==> config.mk <==
export PLATFORM = sky130hd
export DESIGN_NAME = imm_gen_stage_flat
export DESIGN_NICKNAME = d
export VERILOG_FILES = /design/src/rtl/imm_gen_stage_if.sv /design/src/rtl/imm_gen_stage.sv /design/src/flat_wrapper.sv
export SDC_FILE = /design/constraint.sdc
export NUM_CORES = 1
export LEC_CHECK = 0
export ABC_AREA = 1
export CAP_MARGIN = 20
export CORE_MARGIN = 3
export CORE_UTILIZATION = 40
export DETAILED_ROUTE_END_ITERATION = 7
export DONT_BUFFER_PORTS = 1
export GPL_TIMING_DRIVEN = 0
export PLACE_DENSITY = 0.6
export SYNTH_ARGS = -nofsm -noshare
export SYNTH_HDL_FRONTEND = slang
export SYNTH_SLANG_ARGS = --single-unit
==> constraint.sdc <==
create_clock -name clk -period 5.26 [get_ports clk]
set_input_delay 0.526 -clock clk [delete_from_list [all_inputs] [get_ports clk]]
set_output_delay 0.526 -clock clk [all_outputs]
set_load 0.02 [all_outputs]
==> src/rtl/imm_gen_stage_if.sv <==
// imm_gen_stage_if: instruction-in / immediate-out handshake bundle for imm_gen_stage.
interface imm_gen_stage_if #(parameter int XLEN = 32);
    logic            valid_i;
    logic            ready_o;
    logic [31:0]     instruction_i;
    logic            valid_o;
    logic            ready_i;
    logic [XLEN-1:0] immediate_o;
    logic [2:0]      fmt_o;
    logic [31:0]     instruction_o;
    modport slave (
        input  valid_i, instruction_i, ready_i,
        output ready_o, valid_o, immediate_o, fmt_o, instruction_o
    );
    modport master (
        output valid_i, instruction_i, ready_i,
        input  ready_o, valid_o, immediate_o, fmt_o, instruction_o
    );
endinterface

==> src/rtl/imm_gen_stage.sv <==
// imm_gen_stage: RISC-V immediate decoder feeding a 2-entry elastic buffer, with a saturating illegal-opcode counter.
module imm_gen_stage #(
    parameter int XLEN  = 32,
    parameter int CNT_W = 16
) (
    input  logic             clk,
    input  logic             reset,
    imm_gen_stage_if.slave   bus,
    input  logic             clr_cnt_i,
    output logic [CNT_W-1:0] illegal_cnt_o
);
    typedef enum logic [2:0] {F_NONE, F_I, F_S, F_B, F_U, F_J, F_SHAMT, F_ILL} fmt_t;
    localparam bit W64 = XLEN == 64;
    logic [31:0]     ins;
    logic [6:0]      op;
    logic            shift;
    fmt_t            fmt;
    logic [XLEN-1:0] imm;
    logic [XLEN-1:0] mem_imm [2];
    logic [2:0]      mem_fmt [2];
    logic [31:0]     mem_ins [2];
    logic            wp, rp;
    logic [1:0]      cnt;
    logic            push, pop;
    assign ins   = bus.instruction_i;
    assign op    = ins[6:0];
    assign shift = ins[13:12] == 2'b01;
    // Every legal opcode ends in 2'b11, so the default arm also covers the legality check.
    always_comb begin
        case (op)
            7'h33:                      fmt = F_NONE;
            7'h13:                      fmt = shift ? F_SHAMT : F_I;
            7'h1B:                      fmt = !W64 ? F_ILL : shift ? F_SHAMT : F_I;
            7'h3B:                      fmt = W64 ? F_NONE : F_ILL;
            7'h03, 7'h67, 7'h73, 7'h0F: fmt = F_I;
            7'h23:                      fmt = F_S;
            7'h63:                      fmt = F_B;
            7'h37, 7'h17:               fmt = F_U;
            7'h6F:                      fmt = F_J;
            default:                    fmt = F_ILL;
        endcase
    end
    always_comb begin
        imm = fmt == F_I     ? XLEN'($signed(ins[31:20])) :
              fmt == F_S     ? XLEN'($signed({ins[31:25], ins[11:7]})) :
              fmt == F_B     ? XLEN'($signed({ins[31], ins[7], ins[30:25], ins[11:8], 1'b0})) :
              fmt == F_U     ? XLEN'($signed({ins[31:12], 12'b0})) :
              fmt == F_J     ? XLEN'($signed({ins[31], ins[19:12], ins[20], ins[30:21], 1'b0})) :
              fmt == F_SHAMT ? ((W64 && op == 7'h13) ? XLEN'(ins[25:20]) : XLEN'(ins[24:20])) :
                               '0;
    end
    assign bus.ready_o       = !reset && cnt != 2'd2;
    assign bus.valid_o       = cnt != 2'd0;
    assign bus.immediate_o   = mem_imm[rp];
    assign bus.fmt_o         = mem_fmt[rp];
    assign bus.instruction_o = mem_ins[rp];
    assign push = bus.valid_i && bus.ready_o;
    assign pop  = bus.valid_o && bus.ready_i;
    always_ff @(posedge clk) begin
        if (reset) begin
            mem_imm <= '{default: '0};
            mem_fmt <= '{default: '0};
            mem_ins <= '{default: '0};
            wp      <= 1'b0;
            rp      <= 1'b0;
            cnt     <= 2'd0;
        end else begin
            if (push) begin
                mem_imm[wp] <= imm;
                mem_fmt[wp] <= fmt;
                mem_ins[wp] <= ins;
            end
            wp  <= wp ^ push;
            rp  <= rp ^ pop;
            cnt <= cnt + 2'(push) - 2'(pop);
        end
    end
    always_ff @(posedge clk) begin
        if (reset || clr_cnt_i)
            illegal_cnt_o <= '0;
        else if (push && fmt == F_ILL && illegal_cnt_o != '1)
            illegal_cnt_o <= illegal_cnt_o + 1'b1;
    end
endmodule

==> src/flat_wrapper.sv <==
// flat-port wrapper written by rule: the top's interface ports become plain ports
module imm_gen_stage_flat 
#(
    parameter int XLEN  = 32,
    parameter int CNT_W = 16
)
  (clk, reset, clr_cnt_i, illegal_cnt_o, bus_valid_i, bus_instruction_i, bus_ready_i, bus_ready_o, bus_valid_o, bus_immediate_o, bus_fmt_o, bus_instruction_o);
  imm_gen_stage_if #(.XLEN(XLEN)) bus_i ();
  input  logic clk;
  input  logic reset;
  input  logic clr_cnt_i;
  output logic [CNT_W-1:0] illegal_cnt_o;
  input wire logic [$bits(bus_i.valid_i)-1:0] bus_valid_i;
  input wire logic [$bits(bus_i.instruction_i)-1:0] bus_instruction_i;
  input wire logic [$bits(bus_i.ready_i)-1:0] bus_ready_i;
  output wire logic [$bits(bus_i.ready_o)-1:0] bus_ready_o;
  output wire logic [$bits(bus_i.valid_o)-1:0] bus_valid_o;
  output wire logic [$bits(bus_i.immediate_o)-1:0] bus_immediate_o;
  output wire logic [$bits(bus_i.fmt_o)-1:0] bus_fmt_o;
  output wire logic [$bits(bus_i.instruction_o)-1:0] bus_instruction_o;
  assign bus_i.valid_i = bus_valid_i;
  assign bus_i.instruction_i = bus_instruction_i;
  assign bus_i.ready_i = bus_ready_i;
  assign bus_ready_o = bus_i.ready_o;
  assign bus_valid_o = bus_i.valid_o;
  assign bus_immediate_o = bus_i.immediate_o;
  assign bus_fmt_o = bus_i.fmt_o;
  assign bus_instruction_o = bus_i.instruction_o;
  imm_gen_stage #(.XLEN(XLEN), .CNT_W(CNT_W)) u_core (.clk(clk), .reset(reset), .bus(bus_i), .clr_cnt_i(clr_cnt_i), .illegal_cnt_o(illegal_cnt_o));
endmodule
==> flow_summary.toml <==
[critical_path]
arrival_ns = 3.94
crit_path_start_kind = "primary input"
worst_ep_required_time_ns = 5.54
crit_fanout = 12
worstSetupPathType = "primary input to flip-flop"
reg2reg_depth = 10
endpoint_kind = "flip-flop"

[clock_tree]
cts_tree = "done"
postCtsSetupRepairBufs = 0
clkSlewWorstSetupHoldPaths_ns = 0.06
ctsHoldBuffers = 0
cts_buffer_depth = 2
clk_latency_ns = 0.43
htree_levels = 4
clock_sinks = 154
cts_resized = 0
root_buffer = "clkbuf_16"
numCtsBuffers = 17

[drt]
drt_pass1_iterations = 7
vias_per_cell = 5.167
drc = 0
num_vias = 7746
wl_mm = 25.27
wl_per_cell_um = 16.85
drt-initial-drc-count = 684
final_antenna_net_count = 0

[sta]
setup_ws_ns = 1.603
fmaxAchievable_mhz = 273.4
max-slew-margin-rel = 0.3492
tightestPinTransition_ns = 0.9661
worst_clock_skew_ns = 0.005297
hold_violations = 0
period_needed_ns = 3.657
hold-worst-slack_ns = 0.2371
timing.setup.tns_ns = 0
finalMaxSlewViolations = 0
report.final.setup_viol = 0
rsz0062_at_grt = "no"
fin_crit_sh = 0.6953

[synth]
post-synth-top-area-cell = "dfxtp_1"
synth_warnings = 0
synth.distinct_cells = 32
synth_area_sq_um = 7909
syn_area_per_cell_sq_um = 6.536
synth-edff-count = 0
syn_nets = 1252
seq_area_frac_synth = 0.3898
synth_area_leaders = "dfxtp_1, nand2_1, inv_1"
synthArstFlopShare = 0
ys_ff_latch = 154
syn_inst = 1210
synthFlopType = "dfxtp_1"
synth.top_cell.area_share = 0.3898

[cells_and_area]
final_common_cell = "nand2_1"
layout_common_cells = "nand2_1, inv_1, dfxtp_1"
area_growth_syn_to_layout_pct = 11.99
nets = 1271
insertedDiodeCount = 0
design_area_sq_um = 8857
final_cells = 1499
num-fill-cells = 2061
drive_gt1_frac = 0.07587

[die]
die_h_um = 146.6
die_area_sq_um = 21500
start_util = 0.4145
die_w_um = 146.6
io_pins = 122
core_area_sq_um = 19080
core.rowCount = 50

[placed_design]
portBuffers = 0
place.gp.congestion = 0.9124
placed_area_sq_um = 8234
pre_cts_ws_ns = 1.130
dp.cells = 1470
hpwl_mm = 18.83

[global_route]
grt-ovfl-total = 0
grt_start_max_net_pins = 17
first_global_vias = 7225
grt_pass1_wl_mm = 40.02
grt_usage = 0.2353
grt_antenna_before_repair = 1

[status]
status = "finished, final reports clean"

[power_and_ir_drop]
vdd_drop_max_uv = 244.1
p_leak_nw = 4.002
cellPowerDensity_nw_per_um2 = 378.6

[run]
drv_cap = 0

[min_path]
whs_path_depth = 2
hold_path_class = "primary input to flip-flop"
[power by group]
| part | total (mW) | internal [mW] | switching [mW] | leakage [nW] |
|---|---|---|---|---|
| Sequential | 1.33 | 1.28 | 0.0482 | 1.25 |
| Clock | 1.32 | 0.834 | 0.488 | 0.307 |
| Combinational | 0.703 | 0.159 | 0.544 | 2.44 |
| Total | 3.35 | 2.27 | 1.08 | 4.00 |
[cell type report]
cell class,instances,area (sq um),area share
clock inverters,8,142.6,0.01610
clock buffers,21,480.5,0.05425
well taps,260,325.3,0.03673
flip-flops and latches,154,3083,0.3481
inverters,162,608.1,0.06865
multi-input cells,819,3866,0.4365
plain buffers,75,351.6,0.03969
[layer usage]
metal / global-route usage / vias to the layer above / share of wire
li1: - / 3891 / -
met1: 0.3046 / 3573 / 0.43
met2: 0.3752 / 251 / 0.47
met3: 0.07945 / 29 / 0.090
met4: 0.06538 / 2 / 0.016
met5: 0 / - / 0.00051
[per-stage QoR]
step	power, mW	utilization
floorplan	1.861	-
global placement	2.047	0.4315
detailed placement	2.057	0.4315
CTS	3.377	0.4642
global route	3.504	0.4642
finish	3.353	0.4642
[cell usage after synthesis (2+ instances only)]
cell	instances
nand3_1	86
clkbuf_1	51
inv_2	7
xor2_1	4
buf_2	7
nand2_1	271
xnor2_1	3
a21oi_1	101
nor2_2	4
buf_6	6
nand4_4	2
nand4_1	24
a21oi_2	8
o21ai_1	3
nand2_2	12
nor2_1	149
inv_1	154
o22ai_1	2
buf_1	8
nand2_4	3
o211ai_1	14
dfxtp_1	154
ha_1	5
a31o_2	6
nor2_4	5
o21ai_0	115
[cell families after synthesis]
kind of cell	count (synthesis)	share of synthesized area
fa+ha+maj	5	0.007910
xor+xnor	7	0.007752
compound gates	249	0.1690
buf+inv	237	0.1213
simple gates	558	0.3042
flops	154	0.3898
[worst max-delay path, stage by stage]
cell and delay (ns):
clkbuf_1 0.30, a21oi_1 0.56, nand2_1 0.15, inv_1 0.23, buf_2 0.35, ha_1 0.26
clkbuf_1 0.45, clkbuf_1 0.45, clkbuf_1 0.52, a21oi_1 0.13
[worst paths after layout]
path | to | slack, ns | from
worst max register to register | u_core.mem_ins[31]$_SDFFE_PP0P_ | 1.74 | u_core.cnt[0]$_SDFF_PP0_
worst max-delay path | u_core.mem_ins[31]$_SDFFE_PP0P_ | 1.60 | reset
worst min register to register | u_core.cnt[1]$_SDFF_PP0_ | 0.48 | u_core.cnt[1]$_SDFF_PP0_
worst min-delay path | u_core.mem_ins[32]$_SDFFE_PP0P_ | 0.24 | bus_instruction_i[0]
[state kept, by name, summed over array words and instances, names as in the netlist]
register and cells:
u_core.mem_ins 64, u_core.mem_fmt 6, u_core.mem_imm 64, u_core.cnt 2, u_core.illegal_cnt_o 16, u_core.rp 1, u_core.wp 1
Power figures use the tool's default switching activity.
